[config.mk]
export PLATFORM = sky130hd
export DESIGN_NAME = uart_cfg_flat
export DESIGN_NICKNAME = d
export VERILOG_FILES = /design/src/rtl/uart_cfg_if.sv /design/src/rtl/uart_cfg.sv /design/src/flat_wrapper.sv
export SDC_FILE = /design/constraint.sdc
export NUM_CORES = 1
export LEC_CHECK = 0
export CORE_MARGIN = 5
export CORE_UTILIZATION = 50
export CTS_CLUSTER_SIZE = 30
export DETAILED_ROUTE_END_ITERATION = 10
export PLACE_DENSITY = 0.7
export SLEW_MARGIN = 20
export SYNTH_ARGS = -nofsm -noshare
export SYNTH_HDL_FRONTEND = slang
export SYNTH_SLANG_ARGS = --single-unit
[constraint.sdc]
create_clock -name clk -period 3.13 [get_ports clk]
set_clock_uncertainty 0.15 [all_clocks]
set_input_delay 0.626 -clock clk [delete_from_list [all_inputs] [get_ports clk]]
set_output_delay 0.626 -clock clk [all_outputs]
set_load 0.005 [all_outputs]
[src/rtl/uart_cfg_if.sv]
// Parallel-side bus of the configurable UART: the transmit request,
// the receive FIFO and the sticky error flags.
interface uart_cfg_if #(
    parameter int DATA_BITS = 8
);
    logic [DATA_BITS-1:0] tx_data_i;
    logic                 tx_en_i;
    logic                 tx_busy_o;
    logic                 rx_ready_o;
    logic [DATA_BITS-1:0] rx_data_o;
    logic                 rx_rd_i;
    logic                 rx_frame_err_o;
    logic                 rx_parity_err_o;
    logic                 rx_overflow_o;
    logic                 rx_err_clr_i;

    // The peripheral logic that drives the UART.
    modport master (
        output tx_data_i, tx_en_i, rx_rd_i, rx_err_clr_i,
        input  tx_busy_o, rx_ready_o, rx_data_o,
               rx_frame_err_o, rx_parity_err_o, rx_overflow_o
    );

    // The UART itself.
    modport slave (
        input  tx_data_i, tx_en_i, rx_rd_i, rx_err_clr_i,
        output tx_busy_o, rx_ready_o, rx_data_o,
               rx_frame_err_o, rx_parity_err_o, rx_overflow_o
    );
endinterface

[src/rtl/uart_cfg.sv]
// Configurable full-duplex UART: independent TX and RX state machines,
// mid-bit RX sampling with false-start rejection, sticky error flags and
// a show-ahead RX FIFO.
module uart_cfg #(
    parameter int CLKS_PER_BIT  = 174,
    parameter int DATA_BITS     = 8,
    parameter int PARITY        = 0,
    parameter int STOP_BITS     = 1,
    parameter int RX_FIFO_DEPTH = 4
) (
    input  logic       clk,
    input  logic       rst_n,
    input  logic       rx_i,
    output logic       tx_o,
    uart_cfg_if.slave  bus
);
    localparam int CW = $clog2(STOP_BITS * CLKS_PER_BIT + 1);
    localparam int BW = $clog2(DATA_BITS);
    localparam int AW = $clog2(RX_FIFO_DEPTH);

    localparam logic [CW-1:0] CNT_ZERO  = {CW{1'b0}};
    localparam logic [CW-1:0] CNT_ONE   = CW'(1);
    localparam logic [CW-1:0] BIT_LAST  = CW'(CLKS_PER_BIT - 1);
    localparam logic [CW-1:0] STOP_LAST = CW'(STOP_BITS * CLKS_PER_BIT - 1);
    localparam logic [CW-1:0] HALF_BIT  = CW'(CLKS_PER_BIT / 2);
    localparam logic [CW-1:0] FULL_BIT  = CW'(CLKS_PER_BIT);
    localparam logic [BW-1:0] BIT_ZERO  = {BW{1'b0}};
    localparam logic [BW-1:0] BIT_ONE   = BW'(1);
    localparam logic [BW-1:0] DATA_LAST = BW'(DATA_BITS - 1);
    localparam logic [AW:0]   PTR_ONE   = (AW+1)'(1);
    localparam logic [AW:0]   FULL_CNT  = (AW+1)'(RX_FIFO_DEPTH);
    localparam bit            PAR_EN    = (PARITY != 0);
    localparam bit            PAR_ODD   = (PARITY == 1);

    typedef enum logic [2:0] {ST_IDLE, ST_START, ST_DATA, ST_PARITY, ST_STOP} state_e;

    // Parity bit to transmit / expect for a payload word.
    function automatic logic calc_parity(input logic [DATA_BITS-1:0] d);
        return (^d) ^ PAR_ODD;
    endfunction

    // ---------------- transmitter ----------------
    state_e               tx_state_q, tx_state_d;
    logic [CW-1:0]        tx_cnt_q, tx_cnt_d;
    logic [BW-1:0]        tx_bit_q, tx_bit_d;
    logic [DATA_BITS-1:0] tx_shift_q, tx_shift_d;
    logic                 tx_par_q, tx_par_d;
    logic                 tx_q, tx_d;
    logic                 tx_busy_q, tx_busy_d;

    // TX next state: the line value is registered so tx_o changes one cycle after the decision.
    always_comb begin
        tx_state_d = tx_state_q;
        tx_cnt_d   = tx_cnt_q;
        tx_bit_d   = tx_bit_q;
        tx_shift_d = tx_shift_q;
        tx_par_d   = tx_par_q;
        tx_d       = tx_q;
        tx_busy_d  = tx_busy_q;
        case (tx_state_q)
            ST_IDLE: begin
                if (bus.tx_en_i) begin
                    tx_state_d = ST_START;
                    tx_shift_d = bus.tx_data_i;
                    tx_par_d   = calc_parity(bus.tx_data_i);
                    tx_cnt_d   = CNT_ZERO;
                    tx_bit_d   = BIT_ZERO;
                    tx_d       = 1'b0;
                    tx_busy_d  = 1'b1;
                end else begin
                    tx_d      = 1'b1;
                    tx_busy_d = 1'b0;
                end
            end
            ST_START: begin
                if (tx_cnt_q == BIT_LAST) begin
                    tx_cnt_d   = CNT_ZERO;
                    tx_state_d = ST_DATA;
                    tx_d       = tx_shift_q[0];
                end else begin
                    tx_cnt_d = tx_cnt_q + CNT_ONE;
                end
            end
            ST_DATA: begin
                if (tx_cnt_q == BIT_LAST) begin
                    tx_cnt_d = CNT_ZERO;
                    if (tx_bit_q == DATA_LAST) begin
                        if (PAR_EN) begin
                            tx_state_d = ST_PARITY;
                            tx_d       = tx_par_q;
                        end else begin
                            tx_state_d = ST_STOP;
                            tx_d       = 1'b1;
                        end
                    end else begin
                        tx_bit_d   = tx_bit_q + BIT_ONE;
                        tx_shift_d = {1'b0, tx_shift_q[DATA_BITS-1:1]};
                        tx_d       = tx_shift_q[1];
                    end
                end else begin
                    tx_cnt_d = tx_cnt_q + CNT_ONE;
                end
            end
            ST_PARITY: begin
                if (tx_cnt_q == BIT_LAST) begin
                    tx_cnt_d   = CNT_ZERO;
                    tx_state_d = ST_STOP;
                    tx_d       = 1'b1;
                end else begin
                    tx_cnt_d = tx_cnt_q + CNT_ONE;
                end
            end
            ST_STOP: begin
                if (tx_cnt_q == STOP_LAST) begin
                    tx_cnt_d   = CNT_ZERO;
                    tx_state_d = ST_IDLE;
                    tx_d       = 1'b1;
                    tx_busy_d  = 1'b0;
                end else begin
                    tx_cnt_d = tx_cnt_q + CNT_ONE;
                end
            end
            default: begin
                tx_state_d = ST_IDLE;
                tx_cnt_d   = CNT_ZERO;
                tx_d       = 1'b1;
                tx_busy_d  = 1'b0;
            end
        endcase
    end

    // TX state register; reset forces the line idle-high immediately.
    always_ff @(posedge clk or negedge rst_n) begin
        if (!rst_n) begin
            tx_state_q <= ST_IDLE;
            tx_cnt_q   <= CNT_ZERO;
            tx_bit_q   <= BIT_ZERO;
            tx_shift_q <= {DATA_BITS{1'b0}};
            tx_par_q   <= 1'b0;
            tx_q       <= 1'b1;
            tx_busy_q  <= 1'b0;
        end else begin
            tx_state_q <= tx_state_d;
            tx_cnt_q   <= tx_cnt_d;
            tx_bit_q   <= tx_bit_d;
            tx_shift_q <= tx_shift_d;
            tx_par_q   <= tx_par_d;
            tx_q       <= tx_d;
            tx_busy_q  <= tx_busy_d;
        end
    end

    // ---------------- receiver ----------------
    logic                 rx_s1_q, rx_s2_q, rx_prev_q;
    state_e               rx_state_q, rx_state_d;
    logic [CW-1:0]        rx_cnt_q, rx_cnt_d;
    logic [BW-1:0]        rx_bit_q, rx_bit_d;
    logic [DATA_BITS-1:0] rx_shift_q, rx_shift_d;
    logic                 rx_par_bit_q, rx_par_bit_d;
    logic                 push_s, frame_err_set_s, parity_err_set_s;

    // RX next state: start is validated at half a bit, later bits sampled one bit apart.
    always_comb begin
        rx_state_d       = rx_state_q;
        rx_cnt_d         = rx_cnt_q;
        rx_bit_d         = rx_bit_q;
        rx_shift_d       = rx_shift_q;
        rx_par_bit_d     = rx_par_bit_q;
        push_s           = 1'b0;
        frame_err_set_s  = 1'b0;
        parity_err_set_s = 1'b0;
        case (rx_state_q)
            ST_IDLE: begin
                if (rx_prev_q && !rx_s2_q) begin
                    rx_state_d = ST_START;
                    rx_cnt_d   = CNT_ONE;
                end else begin
                    rx_cnt_d = CNT_ZERO;
                end
            end
            ST_START: begin
                if (rx_cnt_q == HALF_BIT) begin
                    if (rx_s2_q) begin
                        rx_state_d = ST_IDLE;
                        rx_cnt_d   = CNT_ZERO;
                    end else begin
                        rx_state_d = ST_DATA;
                        rx_cnt_d   = CNT_ONE;
                        rx_bit_d   = BIT_ZERO;
                    end
                end else begin
                    rx_cnt_d = rx_cnt_q + CNT_ONE;
                end
            end
            ST_DATA: begin
                if (rx_cnt_q == FULL_BIT) begin
                    rx_cnt_d   = CNT_ONE;
                    rx_shift_d = {rx_s2_q, rx_shift_q[DATA_BITS-1:1]};
                    if (rx_bit_q == DATA_LAST) begin
                        rx_state_d = PAR_EN ? ST_PARITY : ST_STOP;
                    end else begin
                        rx_bit_d = rx_bit_q + BIT_ONE;
                    end
                end else begin
                    rx_cnt_d = rx_cnt_q + CNT_ONE;
                end
            end
            ST_PARITY: begin
                if (rx_cnt_q == FULL_BIT) begin
                    rx_cnt_d     = CNT_ONE;
                    rx_par_bit_d = rx_s2_q;
                    rx_state_d   = ST_STOP;
                end else begin
                    rx_cnt_d = rx_cnt_q + CNT_ONE;
                end
            end
            ST_STOP: begin
                if (rx_cnt_q == FULL_BIT) begin
                    rx_state_d       = ST_IDLE;
                    rx_cnt_d         = CNT_ZERO;
                    frame_err_set_s  = !rx_s2_q;
                    parity_err_set_s = PAR_EN && (rx_par_bit_q != calc_parity(rx_shift_q));
                    push_s           = rx_s2_q && !parity_err_set_s;
                end else begin
                    rx_cnt_d = rx_cnt_q + CNT_ONE;
                end
            end
            default: begin
                rx_state_d = ST_IDLE;
                rx_cnt_d   = CNT_ZERO;
            end
        endcase
    end

    // RX synchroniser, edge-detect history and state register.
    always_ff @(posedge clk or negedge rst_n) begin
        if (!rst_n) begin
            rx_s1_q      <= 1'b1;
            rx_s2_q      <= 1'b1;
            rx_prev_q    <= 1'b1;
            rx_state_q   <= ST_IDLE;
            rx_cnt_q     <= CNT_ZERO;
            rx_bit_q     <= BIT_ZERO;
            rx_shift_q   <= {DATA_BITS{1'b0}};
            rx_par_bit_q <= 1'b0;
        end else begin
            rx_s1_q      <= rx_i;
            rx_s2_q      <= rx_s1_q;
            rx_prev_q    <= rx_s2_q;
            rx_state_q   <= rx_state_d;
            rx_cnt_q     <= rx_cnt_d;
            rx_bit_q     <= rx_bit_d;
            rx_shift_q   <= rx_shift_d;
            rx_par_bit_q <= rx_par_bit_d;
        end
    end

    // ---------------- RX FIFO and error flags ----------------
    logic [DATA_BITS-1:0] mem_q [RX_FIFO_DEPTH];
    logic [DATA_BITS-1:0] mem_d [RX_FIFO_DEPTH];
    logic [AW:0]          wr_ptr_q, wr_ptr_d, rd_ptr_q, rd_ptr_d, fill_s;
    logic                 ready_q, ready_d;
    logic [DATA_BITS-1:0] head_q, head_d;
    logic                 frame_err_q, frame_err_d, parity_err_q, parity_err_d;
    logic                 overflow_q, overflow_d;
    logic                 full_s, pop_s, wr_ok_s;

    // FIFO update: a pop frees the slot a simultaneous push into a full FIFO needs.
    always_comb begin
        mem_d    = mem_q;
        wr_ptr_d = wr_ptr_q;
        rd_ptr_d = rd_ptr_q;
        fill_s   = wr_ptr_q - rd_ptr_q;
        full_s   = (fill_s == FULL_CNT);
        pop_s    = bus.rx_rd_i && (wr_ptr_q != rd_ptr_q);
        wr_ok_s  = push_s && (!full_s || pop_s);
        if (wr_ok_s) begin
            mem_d[wr_ptr_q[AW-1:0]] = rx_shift_q;
            wr_ptr_d = wr_ptr_q + PTR_ONE;
        end else begin
            wr_ptr_d = wr_ptr_q;
        end
        if (pop_s) begin
            rd_ptr_d = rd_ptr_q + PTR_ONE;
        end else begin
            rd_ptr_d = rd_ptr_q;
        end
        ready_d = (wr_ptr_d != rd_ptr_d);
        head_d  = mem_d[rd_ptr_d[AW-1:0]];
        frame_err_d  = frame_err_set_s  ? 1'b1 : (bus.rx_err_clr_i ? 1'b0 : frame_err_q);
        parity_err_d = parity_err_set_s ? 1'b1 : (bus.rx_err_clr_i ? 1'b0 : parity_err_q);
        overflow_d   = (push_s && full_s && !pop_s) ? 1'b1
                     : (bus.rx_err_clr_i ? 1'b0 : overflow_q);
    end

    // FIFO storage, pointers, registered head/ready and sticky flags.
    always_ff @(posedge clk or negedge rst_n) begin
        if (!rst_n) begin
            for (int i = 0; i < RX_FIFO_DEPTH; i++) begin
                mem_q[i] <= {DATA_BITS{1'b0}};
            end
            wr_ptr_q     <= {(AW+1){1'b0}};
            rd_ptr_q     <= {(AW+1){1'b0}};
            ready_q      <= 1'b0;
            head_q       <= {DATA_BITS{1'b0}};
            frame_err_q  <= 1'b0;
            parity_err_q <= 1'b0;
            overflow_q   <= 1'b0;
        end else begin
            mem_q        <= mem_d;
            wr_ptr_q     <= wr_ptr_d;
            rd_ptr_q     <= rd_ptr_d;
            ready_q      <= ready_d;
            head_q       <= head_d;
            frame_err_q  <= frame_err_d;
            parity_err_q <= parity_err_d;
            overflow_q   <= overflow_d;
        end
    end

    assign tx_o                = tx_q;
    assign bus.tx_busy_o       = tx_busy_q;
    assign bus.rx_ready_o      = ready_q;
    assign bus.rx_data_o       = head_q;
    assign bus.rx_frame_err_o  = frame_err_q;
    assign bus.rx_parity_err_o = parity_err_q;
    assign bus.rx_overflow_o   = overflow_q;
endmodule
[src/flat_wrapper.sv]
// flat-port wrapper written by rule: the top's interface ports become plain ports
module uart_cfg_flat 
#(
    parameter int CLKS_PER_BIT  = 174,
    parameter int DATA_BITS     = 8,
    parameter int PARITY        = 0,
    parameter int STOP_BITS     = 1,
    parameter int RX_FIFO_DEPTH = 4
)
  (clk, rst_n, rx_i, tx_o, bus_tx_data_i, bus_tx_en_i, bus_rx_rd_i, bus_rx_err_clr_i, bus_tx_busy_o, bus_rx_ready_o, bus_rx_data_o, bus_rx_frame_err_o, bus_rx_parity_err_o, bus_rx_overflow_o);
  uart_cfg_if #(.DATA_BITS(DATA_BITS)) bus_i ();
  input  logic clk;
  input  logic rst_n;
  input  logic rx_i;
  output logic tx_o;
  input wire logic [$bits(bus_i.tx_data_i)-1:0] bus_tx_data_i;
  input wire logic [$bits(bus_i.tx_en_i)-1:0] bus_tx_en_i;
  input wire logic [$bits(bus_i.rx_rd_i)-1:0] bus_rx_rd_i;
  input wire logic [$bits(bus_i.rx_err_clr_i)-1:0] bus_rx_err_clr_i;
  output wire logic [$bits(bus_i.tx_busy_o)-1:0] bus_tx_busy_o;
  output wire logic [$bits(bus_i.rx_ready_o)-1:0] bus_rx_ready_o;
  output wire logic [$bits(bus_i.rx_data_o)-1:0] bus_rx_data_o;
  output wire logic [$bits(bus_i.rx_frame_err_o)-1:0] bus_rx_frame_err_o;
  output wire logic [$bits(bus_i.rx_parity_err_o)-1:0] bus_rx_parity_err_o;
  output wire logic [$bits(bus_i.rx_overflow_o)-1:0] bus_rx_overflow_o;
  assign bus_i.tx_data_i = bus_tx_data_i;
  assign bus_i.tx_en_i = bus_tx_en_i;
  assign bus_i.rx_rd_i = bus_rx_rd_i;
  assign bus_i.rx_err_clr_i = bus_rx_err_clr_i;
  assign bus_tx_busy_o = bus_i.tx_busy_o;
  assign bus_rx_ready_o = bus_i.rx_ready_o;
  assign bus_rx_data_o = bus_i.rx_data_o;
  assign bus_rx_frame_err_o = bus_i.rx_frame_err_o;
  assign bus_rx_parity_err_o = bus_i.rx_parity_err_o;
  assign bus_rx_overflow_o = bus_i.rx_overflow_o;
  uart_cfg #(.CLKS_PER_BIT(CLKS_PER_BIT), .DATA_BITS(DATA_BITS), .PARITY(PARITY), .STOP_BITS(STOP_BITS), .RX_FIFO_DEPTH(RX_FIFO_DEPTH)) u_core (.clk(clk), .rst_n(rst_n), .rx_i(rx_i), .tx_o(tx_o), .bus(bus_i));
endmodule
======== After elaboration in Yosys (flattened, before gate mapping) ========
Cells that the tools add are included.
word-level totals
  register bits ........................... 98
  latch bits .............................. 0
  bits in writable memories ............... 0
  memory bits (read-only) ................. 0
  input port bits ......................... 14
  memories kept ........................... 0
cells by class
  add/sub/neg operators ................... 7
  $mul .................................... 0
  div/mod/pow operators ................... 0
  order comparisons ....................... 3
  equality and inequality tests ........... 32
  shifts and indexed selects .............. 0
  muxes and demuxes ....................... 62
  bitwise gates (word level) .............. 3
  reductions and logical operators ........ 27
operators with widths
  operator                                                          number
  8-bit 2-to-1 mux                                                  11
  3-bit 2-to-1 mux                                                  21
  32-bit bitwise mux                                                1
  32-bit 2-to-1 mux                                                 1
  8-bit one-hot mux with 2 select lines                             2
  8-bit one-hot mux with 4 select lines                             1
  3-bit one-hot mux with 5 select lines                             2
  2-bit by 1-bit != test with 1-bit output (second input constant)  12
  8-bit by 1-bit adder with 8-bit output (second input constant)    2
  8-bit binary-select mux with 2-bit select                         1
  8-bit demux with 2-bit select                                     1
  8-bit == test (second input constant)                             2
  1-bit 2-to-1 mux                                                  16
  3-bit == test (second input constant)                             5
  3-bit by 1-bit adder with 3-bit output (second input constant)    4
  3-bit by 2-bit == test with 1-bit output (second input constant)  4
  3-bit one-hot mux with 2 select lines                             2
  6-bit AND reduction                                               2
  8-bit by 7-bit == test with 1-bit output (second input constant)  1
  2-bit != test (second input constant)                             4
  2-bit nonzero test                                                4
  3-bit by 1-bit == test with 1-bit output (second input constant)  2
  3-bit greater-or-equal comparator (second input constant)         2
  1-bit logical AND                                                 6
  18 further kinds                                                  25

======== Longest topological paths before layout ========
  depth after elaboration ................. 10
  mapped depth ............................ 11
  mapped depth without buffers ............ 8

======== Worst setup path after synthesis ========
No wires, ideal clock.
  path type ............................... reg2reg
  from .................................... register u_core.rx_cnt_q[0]
  to ...................................... register u_core.head_q[5] (netlist: u_core.bus.rx_data_o[5])
  setup time .............................. 0.101 ns
  data arrival time ....................... 2.308 ns
  required time ........................... 2.879 ns
  path slack .............................. 0.571 ns
  stages on the path, launching flop included .. 12
  path buffers ............................ 3
  clock period less this slack ............ 2.559 ns
  cells stage by stage .................... dfrtp_1 > inv_1 > ha_1 > nand4_1 > or4b_1 > buf_6 > nor3_4 > and2_1 > buf_6 > buf_12 > a211oi_1 > nor4_1
between the ends
  cells in the longest elaborated chain, start to end .. 8
RTL lines
  item                                                  RTL line         RTL
  start, declared                                       uart_cfg.sv:156  logic [CW-1:0] rx_cnt_q, rx_cnt_d;
  start signal, assigned                                uart_cfg.sv:251  rx_cnt_q <= rx_cnt_d;
  8-bit == test                                         uart_cfg.sv:218  if (rx_cnt_q == FULL_BIT) begin
  1-bit 2-to-1 mux                                      uart_cfg.sv:218
  1-bit 2-to-1 mux                                      uart_cfg.sv:172  case (rx_state_q)
  1-bit logical AND                                     uart_cfg.sv:276  wr_ok_s = push_s && (!full_s || pop_s);
  32-bit 2-to-1 mux                                     uart_cfg.sv:277  if (wr_ok_s) begin
  8-bit binary-select mux with 2-bit select             uart_cfg.sv:289  head_d = mem_d[rd_ptr_d[AW-1:0]];
  8-bit 2-to-1 mux (implied by the code) (2 in series)  uart_cfg.sv:289
  via u_core.head_d[5]                                  uart_cfg.sv:263  logic [DATA_BITS-1:0] head_q, head_d;
  end signal, assigned                                  uart_cfg.sv:305  head_q <= {DATA_BITS{1'b0}};
  end, declared                                         uart_cfg.sv:263
The timed path passes the listed nets, and every way through them passes these cells. The select of a mux whose other input is x is not followed.
A chain may end at the register's enable or synchronous reset.

======== Final worst setup path ========
  from .................................... register u_core.rx_cnt_q[0]
  to ...................................... register u_core.head_q[4] (netlist: u_core.bus.rx_data_o[4])
The elaborated chain is that of the path after synthesis.

==> results.yml <==
finish:
  drive_above_1_share_pct: 13.48
  area_growth_pct: 12.79
  layout_common_cells: "94 x dfrtp_1, 34 x a211oi_1, 33 x a21boi_0"
  final_common_cell: "dfrtp_1"
  final_cells: 645
  nets: 536
  n_antenna_cell: 0
placement:
  place_ws_ns: 0.2111
  io_buffers: 26
  dp_hpwl_um: 7095
  placed_cells: 629
  place_congestion: 0.8397
routing:
  drt-wirelength-per-cell_um: 15.51
  wl_um: 10000
  firstDrtPassIters: 4
  drt_first_iter_violations: 180
  via_per_inst: 5.637
  vias: 3636
  drcViolationCount: 0
  ant_nets: 0
critical_path:
  slowest_stage: "or4b_1"
  crit_family: "simple AND/OR/NAND/NOR gates"
  critPathLaunch: "u_core.rx_cnt_q[0]"
  max_stage_delay_ns: 0.70
  worst-path-stages: 9
  path_class: "register to register"
  path_buf_inv: 2
  r2r_slack_ns: 0.19
  endpoint: "u_core.bus.rx_data_o[4]"
  end_kind: "register"
  r2r-start: "u_core.rx_cnt_q[0]"
  cp-start-kind: "register"
  required_ns: 3.25
  crit_arrival_ns: 3.06
  reg2reg_depth: 9
  crit_chain: "inv_1, ha_1, nand4_1, or4b_1, nor3_4, and2_1, buf_4, a211oi_1, nor4_1"
  worstPathMaxFanout: 10
  reg2reg_to: "u_core.bus.rx_data_o[4]"
timing:
  max_slew_margin_pct: 58.96
  finalMaxSlewViolations: 0
  max_freq_mhz: 340.2
  final-setup-viol-count: 0
  tns_ns: 0
  setup_slack_ns: 0.1908
  period_needed_ns: 2.939
  max_slew.worst_pin.slew_ns: 0.6100
  hold_viol_final: 0
  min_period_over_period_pct: 93.90
  rsz0062_at_grt: "no"
pwr:
  power_density_nw_per_um2: 658.2
  power.total_mw: 3.733
  ir_drop_mv: 0.2860
  power_leakage_nw: 2.715
synthesis:
  yosysUniqueCellTypes: 52
  synthTopCellsByArea: "dfrtp_1 47%, a211oi_1 5.1%, a21boi_0 4.9%"
  synth_edf_count: 0
  synth-seq-area-share_pct: 48.87
  ys_warn_count: 0
  syn_inst: 478
  synth_top_cell_by_area: "dfrtp_1"
  synth_area_per_cell_um2: 10.52
  netlist.area_leader.share_pct: 46.78
  async_flop_share_pct: 100.0
  syn-cell-area_um2: 5029
  syn-num-nets: 507
  synth_seq_cells: 98
  ys.flop_type: "dfrtp_1"
die:
  die_w_um: 110.3
  fp-row-count: 36
  start_util_pct: 51.45
  pin_count: 28
  fp.dieH_um: 110.3
  core_area_um2: 9774
  die_area_um2: 12160
clock_network:
  cts_post_setup_buffers_inserted: 0
  clockRootBuffer: "clkbuf_8"
  numCtsBuffers: 9
  cts_htree_levels: 3
  cts_hold_buf: 0
  clk_pin_slew_ns: 0.10
  cts-resized-gates: 0
  insertion_delay_ns: 0.37
  cts_sinks: 98
  clockBufferDepth: 2
  cts_tree: "yes"
grt:
  grt_pass1_wl_um: 17180
  grt_max_degree: 42
  grt_pass1_vias: 3557
  antenna_found_initial: 0
  grt_overflow: 0
  gr-usage-all-layers_pct: 17.93
worst_hold_path:
  hold_class: "input port to asynchronous set/reset pin"
flow_run:
  maxCapViolCount: 0
status:
  status: "complete, no violations"
[sequential cells by signal (all words and copies together) (netlist names)]
name                       count
u_core.mem_q                  32
u_core.bus.rx_data_o           8
u_core.rx_cnt_q                8
u_core.rx_shift_q              8
u_core.tx_cnt_q                8
u_core.tx_shift_q              8
u_core.rd_ptr_q                3
u_core.rx_bit_q                3
u_core.rx_state_q              3
u_core.tx_bit_q                3
u_core.tx_state_q              3
u_core.wr_ptr_q                3
u_core.bus.rx_frame_err_o      1
u_core.bus.rx_overflow_o       1
u_core.bus.rx_ready_o          1
u_core.bus.tx_busy_o           1
u_core.rx_prev_q               1
u_core.rx_s1_q                 1
u_core.rx_s2_q                 1
u_core.tx_o                    1
[metal layers]
layer	part of all wire (%)	routed length [um]	track usage, %
met5	0	0	0
met4	1.3	127	7.212
met3	3.5	350	2.388
met2	47	4653	27.30
met1	49	4869	25.99
[kinds of logic (layout without fill, tap and decap cells)]
| family | Yosys count | count (layout) | synth area share (%) |
|---|---|---|---|
| adder cells (fa/ha/maj) | 15 | 15 | 3.732 |
| AO/OA/AOI/OAI | 153 | 153 | 21.47 |
| AND/OR/NAND/NOR | 124 | 124 | 13.46 |
| buffers and inverters | 51 | 85 | 5.300 |
| multiplexers | 23 | 23 | 4.827 |
| flip-flops | 98 | 98 | 48.87 |
| XOR/XNOR | 13 | 13 | 2.264 |
| other | 1 | 1 | 0.07457 |
[Yosys cell counts, types with 3 or more instances]
master	n
dfrtp_1	94
a211oi_1	34
a21boi_0	33
a21o_1	32
nor2_1	29
nand2_1	24
o21ai_0	19
inv_1	18
ha_1	15
clkbuf_1	13
mux2i_1	13
a21oi_1	12
nand3_1	12
mux2_2	10
nor4_1	10
and2_1	8
nor3_1	8
xnor2_1	8
buf_1	7
nand2b_1	6
a31oi_1	5
buf_4	5
buf_6	5
xor2_1	5
and3_1	4
dfstp_2	4
nor3_4	4
nor3b_1	4
nand3b_1	3
nand4_1	3
[stage by stage]
stage | area, um2 | hold slack (ns) | utilization (%)
floorplan | 5029 | 0.1804 | -
global placement | 5468 | 0.2001 | 55.94
detailed placement | 5468 | 0.2003 | 55.94
CTS | 5672 | 0.09824 | 58.03
global route | 5672 | 0.1309 | 58.03
finish | 5672 | 0.08983 | 58.03
[final cells by class]
type	count	area [um2]
Fill cell	877	4103
Inverter	18	67.56
Timing Repair Buffer	51	457.9
Multi-Input combinational cell	329	2318
Clock inverter	6	66.31
Tap cell	133	166.4
Clock buffer	10	137.6
Sequential cell	98	2457
[power by group]
group,switching (mW),internal (mW)
combinational,0.603,0.588
clock,0.444,0.391
sequential,0.209,1.50
[worst min-delay path by stage]
| stage | from | endpoint | slack [ns] | cells past startpoint |
|---|---|---|---|---|
| floorplan | rst_n | u_core.bus.rx_data_o[0] | 0.18 | 0 |
| finish | rst_n | u_core.rx_cnt_q[4] | 0.09 | 1 |
| global route | rst_n | u_core.rx_cnt_q[4] | 0.13 | 1 |
| detailed placement | u_core.rx_s1_q | u_core.rx_s2_q | 0.20 | 0 |
| global placement | u_core.rx_s1_q | u_core.rx_s2_q | 0.20 | 0 |
| CTS | rst_n | u_core.rx_cnt_q[4] | 0.1 | 1 |
Power figures use the tool's default switching activity.
